File: src/rtl/sha256_pkg.sv
// rtl/sha256_pkg.sv - shared types and constants for the SHA-256 message sequencer
package sha256_pkg;

  localparam int WORDS_PER_BLOCK = 16;
  localparam int WORD_W          = 32;
  localparam int BLOCK_W         = 512;
  localparam int DIGEST_W        = 256;
  localparam int IDX_W           = $clog2(WORDS_PER_BLOCK);

  typedef enum logic [2:0] {
    ST_IDLE,
    ST_FILL,
    ST_ISSUE,
    ST_WAIT,
    ST_HOLD,
    ST_ABORT
  } state_t;

  localparam logic [1:0] ERR_NONE    = 2'd0;
  localparam logic [1:0] ERR_PROTO   = 2'd1;
  localparam logic [1:0] ERR_TIMEOUT = 2'd2;

endpackage

File: src/rtl/sha256_block_buf.sv
// rtl/sha256_block_buf.sv - 16x32 word-to-block assembler; word 0 lands in block[511:480]
module sha256_block_buf
  import sha256_pkg::*;
(
  input  logic               clk,
  input  logic               reset,
  input  logic               clear,
  input  logic               wr_en,
  input  logic [WORD_W-1:0]  wr_data,
  output logic [IDX_W-1:0]   idx,
  output logic [BLOCK_W-1:0] block
);

  logic [WORD_W-1:0] words [WORDS_PER_BLOCK];

  // The index wraps 15 -> 0 on its own, so a completed block leaves it ready for the next one.
  always_ff @(posedge clk) begin
    if (reset || clear) begin
      idx <= '0;
      for (int i = 0; i < WORDS_PER_BLOCK; i++) words[i] <= '0;
    end else if (wr_en) begin
      words[idx] <= wr_data;
      idx        <= idx + IDX_W'(1);
    end
  end

  always_comb begin
    block = '0;
    for (int i = 0; i < WORDS_PER_BLOCK; i++) block[BLOCK_W-1-WORD_W*i -: WORD_W] = words[i];
  end

endmodule

File: src/rtl/sha256_msg_sequencer.sv
// rtl/sha256_msg_sequencer.sv - feeds 512-bit blocks to the SHA-256 core, guards it, holds the digest
module sha256_msg_sequencer
  import sha256_pkg::*;
#(
  parameter int TIMEOUT_CYCLES = 256,
  parameter int CNT_W          = 16
) (
  input  logic                iClk,
  input  logic                iReset,
  input  logic                iWordValid,
  input  logic [WORD_W-1:0]   iWord,
  input  logic                iWordLast,
  output logic                oWordReady,
  input  logic                iAbort,
  output logic [DIGEST_W-1:0] oHash,
  output logic                oHashValid,
  input  logic                iHashAck,
  output logic                oBusy,
  output logic [1:0]          oError,
  output logic [CNT_W-1:0]    oBlockCount,
  output logic                oCoreStart,
  output logic [BLOCK_W-1:0]  oCoreBlock,
  output logic                oCoreBlockValid,
  output logic                oCoreSoftRst,
  input  logic                iCoreBusy,
  input  logic                iCoreDone,
  input  logic [DIGEST_W-1:0] iCoreHash
);

  localparam int WD_W = $clog2(TIMEOUT_CYCLES + 1);

  state_t              state, state_next;
  logic [WD_W-1:0]     wd;
  logic                first_blk, last_blk;
  logic [1:0]          error;
  logic [DIGEST_W-1:0] hash;
  logic                hash_valid;
  logic [CNT_W-1:0]    blk_cnt;
  logic [IDX_W-1:0]    word_idx;
  logic [BLOCK_W-1:0]  block;
  logic                accept, slot_full, proto_err, timeout, buf_clear;

  sha256_block_buf u_buf (
    .clk     (iClk),
    .reset   (iReset),
    .clear   (buf_clear),
    .wr_en   (accept),
    .wr_data (iWord),
    .idx     (word_idx),
    .block   (block)
  );

  // An abort in FILL drops ready so the word on the bus that cycle is not taken.
  assign oWordReady = (state == ST_IDLE) || ((state == ST_FILL) && !iAbort);
  assign accept     = iWordValid && oWordReady;
  assign slot_full  = (word_idx == IDX_W'(WORDS_PER_BLOCK - 1));
  assign proto_err  = accept && iWordLast && !slot_full;
  assign buf_clear  = proto_err || (state == ST_ABORT);
  // The edge that would carry the watchdog to TIMEOUT_CYCLES-1 is the timeout edge.
  assign timeout    = (state == ST_WAIT) && (wd == WD_W'(TIMEOUT_CYCLES - 2));

  always_comb begin
    state_next      = state;
    oCoreBlockValid = 1'b0;
    oCoreStart      = 1'b0;
    oCoreSoftRst    = 1'b0;
    case (state)
      ST_IDLE:  if (accept && !proto_err) state_next = ST_FILL;
      ST_FILL: begin
        if (iAbort)                      state_next = ST_ABORT;
        else if (proto_err)              state_next = ST_IDLE;
        else if (accept && slot_full)    state_next = ST_ISSUE;
      end
      ST_ISSUE: begin
        oCoreBlockValid = 1'b1;
        oCoreStart      = first_blk;
        state_next      = iAbort ? ST_ABORT : ST_WAIT;
      end
      ST_WAIT: begin
        if (iAbort || timeout)           state_next = ST_ABORT;
        else if (iCoreDone)              state_next = last_blk ? ST_HOLD : ST_FILL;
      end
      ST_HOLD:  if (iHashAck) state_next = ST_IDLE;
      ST_ABORT: begin
        oCoreSoftRst = 1'b1;
        state_next   = ST_IDLE;
      end
      default:  state_next = ST_IDLE;
    endcase
  end

  always_ff @(posedge iClk) begin
    if (iReset) begin
      state      <= ST_IDLE;
      wd         <= '0;
      first_blk  <= 1'b1;
      last_blk   <= 1'b0;
      error      <= ERR_NONE;
      hash       <= '0;
      hash_valid <= 1'b0;
      blk_cnt    <= '0;
    end else begin
      state <= state_next;
      case (state)
        ST_IDLE: if (accept) error <= proto_err ? ERR_PROTO : ERR_NONE;
        ST_FILL: begin
          if (proto_err) begin
            error     <= ERR_PROTO;
            first_blk <= 1'b1;
            blk_cnt   <= '0;
          end else if (accept && slot_full) begin
            last_blk <= iWordLast;
          end
        end
        ST_ISSUE: begin
          wd        <= '0;
          first_blk <= 1'b0;
        end
        ST_WAIT: begin
          wd <= wd + WD_W'(1);
          if (!iAbort) begin
            if (timeout) begin
              error <= ERR_TIMEOUT;
            end else if (iCoreDone) begin
              if (blk_cnt != '1) blk_cnt <= blk_cnt + CNT_W'(1);
              if (last_blk) begin
                hash       <= iCoreHash;
                hash_valid <= 1'b1;
              end
            end
          end
        end
        ST_HOLD: begin
          if (iHashAck) begin
            hash_valid <= 1'b0;
            first_blk  <= 1'b1;
            last_blk   <= 1'b0;
            blk_cnt    <= '0;
          end
        end
        ST_ABORT: begin
          wd         <= '0;
          first_blk  <= 1'b1;
          last_blk   <= 1'b0;
          hash_valid <= 1'b0;
          blk_cnt    <= '0;
        end
        default: ;
      endcase
    end
  end

  assign oHash       = hash;
  assign oHashValid  = hash_valid;
  assign oError      = error;
  assign oBlockCount = blk_cnt;
  assign oCoreBlock  = block;
  assign oBusy       = ((state != ST_IDLE) && (state != ST_HOLD)) || iCoreBusy;

endmodule
File: config.mk
export PLATFORM = sky130hd
export DESIGN_NAME = sha256_msg_sequencer
export DESIGN_NICKNAME = d
export VERILOG_FILES = /design/src/rtl/sha256_pkg.sv /design/src/rtl/sha256_block_buf.sv /design/src/rtl/sha256_msg_sequencer.sv
export SDC_FILE = /design/constraint.sdc
export NUM_CORES = 1
export LEC_CHECK = 0
export BUFFER_PORTS_ARGS = -buffer_cell sky130_fd_sc_hd__buf_2
export CAP_MARGIN = 10
export CORE_AREA = 2 2 422 424
export DETAILED_ROUTE_END_ITERATION = 6
export DIE_AREA = 0 0 424 426
export SYNTH_ARGS = -nofsm -noshare
export SYNTH_HDL_FRONTEND = slang
export SYNTH_HIERARCHICAL = 1
export SYNTH_SLANG_ARGS = --single-unit
File: constraint.sdc
create_clock -name iClk -period 5.2 [get_ports iClk]
set_input_delay 0.52 -clock iClk [delete_from_list [all_inputs] [get_ports iClk]]
set_output_delay 0.52 -clock iClk [all_outputs]
set_load 0.02 [all_outputs]
==> flow_metrics.py <==
metrics = {
    "status": {
        "outcome": "complete, but fails checks",
        "violations": "design-rule violations",
    },
    "clock_tree": {
        "clkSlewWorstSetupHoldPaths_ns": 0.06,
        "cts.sinks": 805,
        "post-cts-setup-buffers": 0,
        "cts_tree": "yes",
        "cts_inserted_buffers": 91,
        "hold_buffers": 227,
        "cts_buffer_depth": 3,
        "clk_latency_ns": 0.72,
        "cts_root_buffer": "clkbuf_16",
        "ctsResizeCount": 0,
        "htree_num_levels": 3,
    },
    "synth": {
        "syn_area_um2": 30200,
        "syn_area_per_cell_um2": 11.3,
        "yosys_warnings": 6,
        "ys_seq_area_share_pct": 70.4,
        "ys.flop_type": "edfxtp_1",
        "syn-num-nets": 2977,
        "synth-edff-count": 512,
        "synth_cell_types": 66,
        "async_flop_share_pct": 0,
        "syn_inst": 2674,
        "synth_seq_cells": 805,
    },
    "sta": {
        "slew_headroom_pct": 15.1,
        "worst_pin_slew_ns": 1.27,
        "rsz0062_at_grt": "no",
        "slew_viol_final": 0,
        "min_period_ns": 3.78,
        "final-hold-violation-count": 0,
        "max_freq_mhz": 264,
        "skew_ns": 0.0275,
        "setup_violations": 0,
        "setup_slack_ns": 1.42,
        "period_share_pct": 72.7,
        "fin_setup_tns_ns": 0,
    },
    "power_and_ir_drop": {
        "p_leak_nw": 17.1,
        "peakVddDrop_uv": 265,
        "p_per_area_nw_per_um2": 353,
    },
    "worst_hold_path": {
        "whs_endpoint": "oHash[98]",
        "hp-start": "iCoreHash[98]",
        "whs_path_depth": 3,
        "hp-class": "input port to flip-flop",
    },
    "die": {
        "die_h_um": 426,
        "row_count": 154,
        "initial_utilization_pct": 17.2,
        "die_x_um": 424,
        "io_pins": 1088,
        "dieArea_um2": 181000,
        "core-area_um2": 176000,
    },
    "critical_path": {
        "cp.required_ns": 5.63,
        "start_kind": "flip-flop",
        "end_kind": "flip-flop",
        "r2r_start": "state[2]",
        "reg2reg_to": "u_buf/words[14][5]",
        "rrSetupSlack_ns": 1.42,
        "ff2ff_path_depth": 6,
        "cp.arrival_ns": 4.21,
        "cp_max_fo": 74,
        "path_class": "flip-flop to flip-flop",
    },
    "layout": {
        "post-route-util_pct": 24.8,
        "area_growth_pct": 44.4,
        "nets": 4208,
        "drive_gt1_share_pct": 34.5,
    },
    "global_routing": {
        "grt_pass1_vias": 24970,
        "grt_pass1_wl_um": 186000,
        "antenna_found_initial": 23,
        "overflow": 0,
        "grt_max_degree": 160,
        "grt_use_total_pct": 14.3,
    },
    "detailed_routing": {
        "via_per_inst": 4.07,
        "dr.pass1.iters": 7,
        "vias": 25760,
        "routedWlPerCell_um": 21.6,
        "drt-total-wl_um": 137000,
        "ant_nets": 0,
        "drtIter0Drc": 1819,
        "drc": 4,
    },
    "placed_design": {
        "preCtsSetupSlack_ns": 1.38,
        "hpwl_um": 99500,
        "gp_congestion": 0.875,
        "io_buffer_count": 1087,
    },
    "run": {
        "maxCapViolCount": 0,
    },
}
==> power breakdown <==
part / switching, W / internal (W)
Clock: 0.00280 / 0.00383
Sequential: 0.0000986 / 0.00708
Combinational: 0.00110 / 0.000446
==> how the worst max path moves through the flow <==
stage                       from  depth (start not counted)             endpoint
global placement    u_buf/idx[3]                          6  u_buf/words[13][28]
finish                  state[2]                          6   u_buf/words[14][5]
floorplan               state[0]                          9    u_buf/words[1][0]
detailed placement  u_buf/idx[3]                          6  u_buf/words[13][28]
CTS                 u_buf/idx[3]                          6  u_buf/words[13][29]
global route            state[2]                          6    u_buf/words[9][7]
==> critical path: stages, from the launching register on <==
cell	delay (ns)
dfxtp_1	0.87
nor2b_1	0.33
and2_1	0.18
or2b_1	0.41
nand2b_4	0.77
buf_4	0.76
nor3_1	0.13
==> layout make-up <==
class	instances	area (um2)
diodes	14	35.0
clock buffers	113	2460
clock inverters	53	601
fillers	18691	132000
inverters	39	146
multi-input cells	1618	8080
flip-flops and latches	805	21200
well taps	2340	2930
repair buffers	1350	8080
==> per-layer routing <==
layer | vias up | GRT usage (%) | routed length [um]
li1 | 11813 | - | -
met1 | 12507 | 15.2 | 48500
met2 | 1161 | 26.6 | 72900
met3 | 267 | 3.35 | 8700
met4 | 12 | 6.93 | 6690
met5 | - | 0 | 75
==> registers in the layout, indices dropped and copies added, names as in the netlist <==
name / count
first_blk: 1
last_blk: 1
oBlockCount: 16
oError: 2
oHash: 256
oHashValid: 1
state: 3
u_buf/idx: 4
u_buf/words: 512
wd: 9
==> synthesized netlist by cell type (all sizes together) (32+ instances only) <==
cell type  number  share of area, %
nand3          40              0.66
nand3b         34              0.85
dfxtp         293                19
nor3          263               4.4
nand2         533               6.6
clkbuf         90               1.1
buf           122               2.2
edfxtp        512                51
nor2          294               4.2
o21ai          33              0.55
a21oi         290               4.8
clkinv         32              0.40
==> logic make-up after synthesis <==
kind of cell	Yosys count	synth area share, %
simple gates	1237	18.5
mux	3	0.104
xor+xnor	1	0.0290
fa+ha+maj	7	0.290
flops	805	70.4
compound gates	370	6.89
buf+inv	251	3.77
==> per-stage QoR <==
step | std cells | hold slack [ns] | power [W] | cell area [um2]
final | 6332 | 0.0842 | 0.0154 | 43600
after global routing | 6329 | 0.0441 | 0.0159 | 43600
after CTS | 6318 | 0.00103 | 0.0156 | 43500
after detailed placement | 5925 | 0.443 | 0.00876 | 38200
after global placement | 5925 | 0.439 | 0.00875 | 38200
after floorplan | 2674 | 0.431 | 0.00800 | 30200
==> cell usage in the layout (no fill, tap or decap), drive strengths merged, types with 3 or more instances in the layout <==
cell type and count:
buf 1123, nand2 533, edfxtp 512, nor2 294, dfxtp 293, a21oi 290
nor3 263, dlygate4sd3 227, clkbuf 113, clkinv 60, nand3 40, nand3b 34
o21ai 33, inv 15, diode 14, nand4b 14, o41ai 14, nand4 9
bufinv 9, clkinvlp 8, nand2b 8, ha 7, nor2b 6, and3 6
a211oi 5, or3 4, a31oi 4, nand4bb 4, and2 4, o31ai 4
or2 4, o21a 3, and4 3, nor4 3
Note: power is estimated with default switching activity, not from simulation.
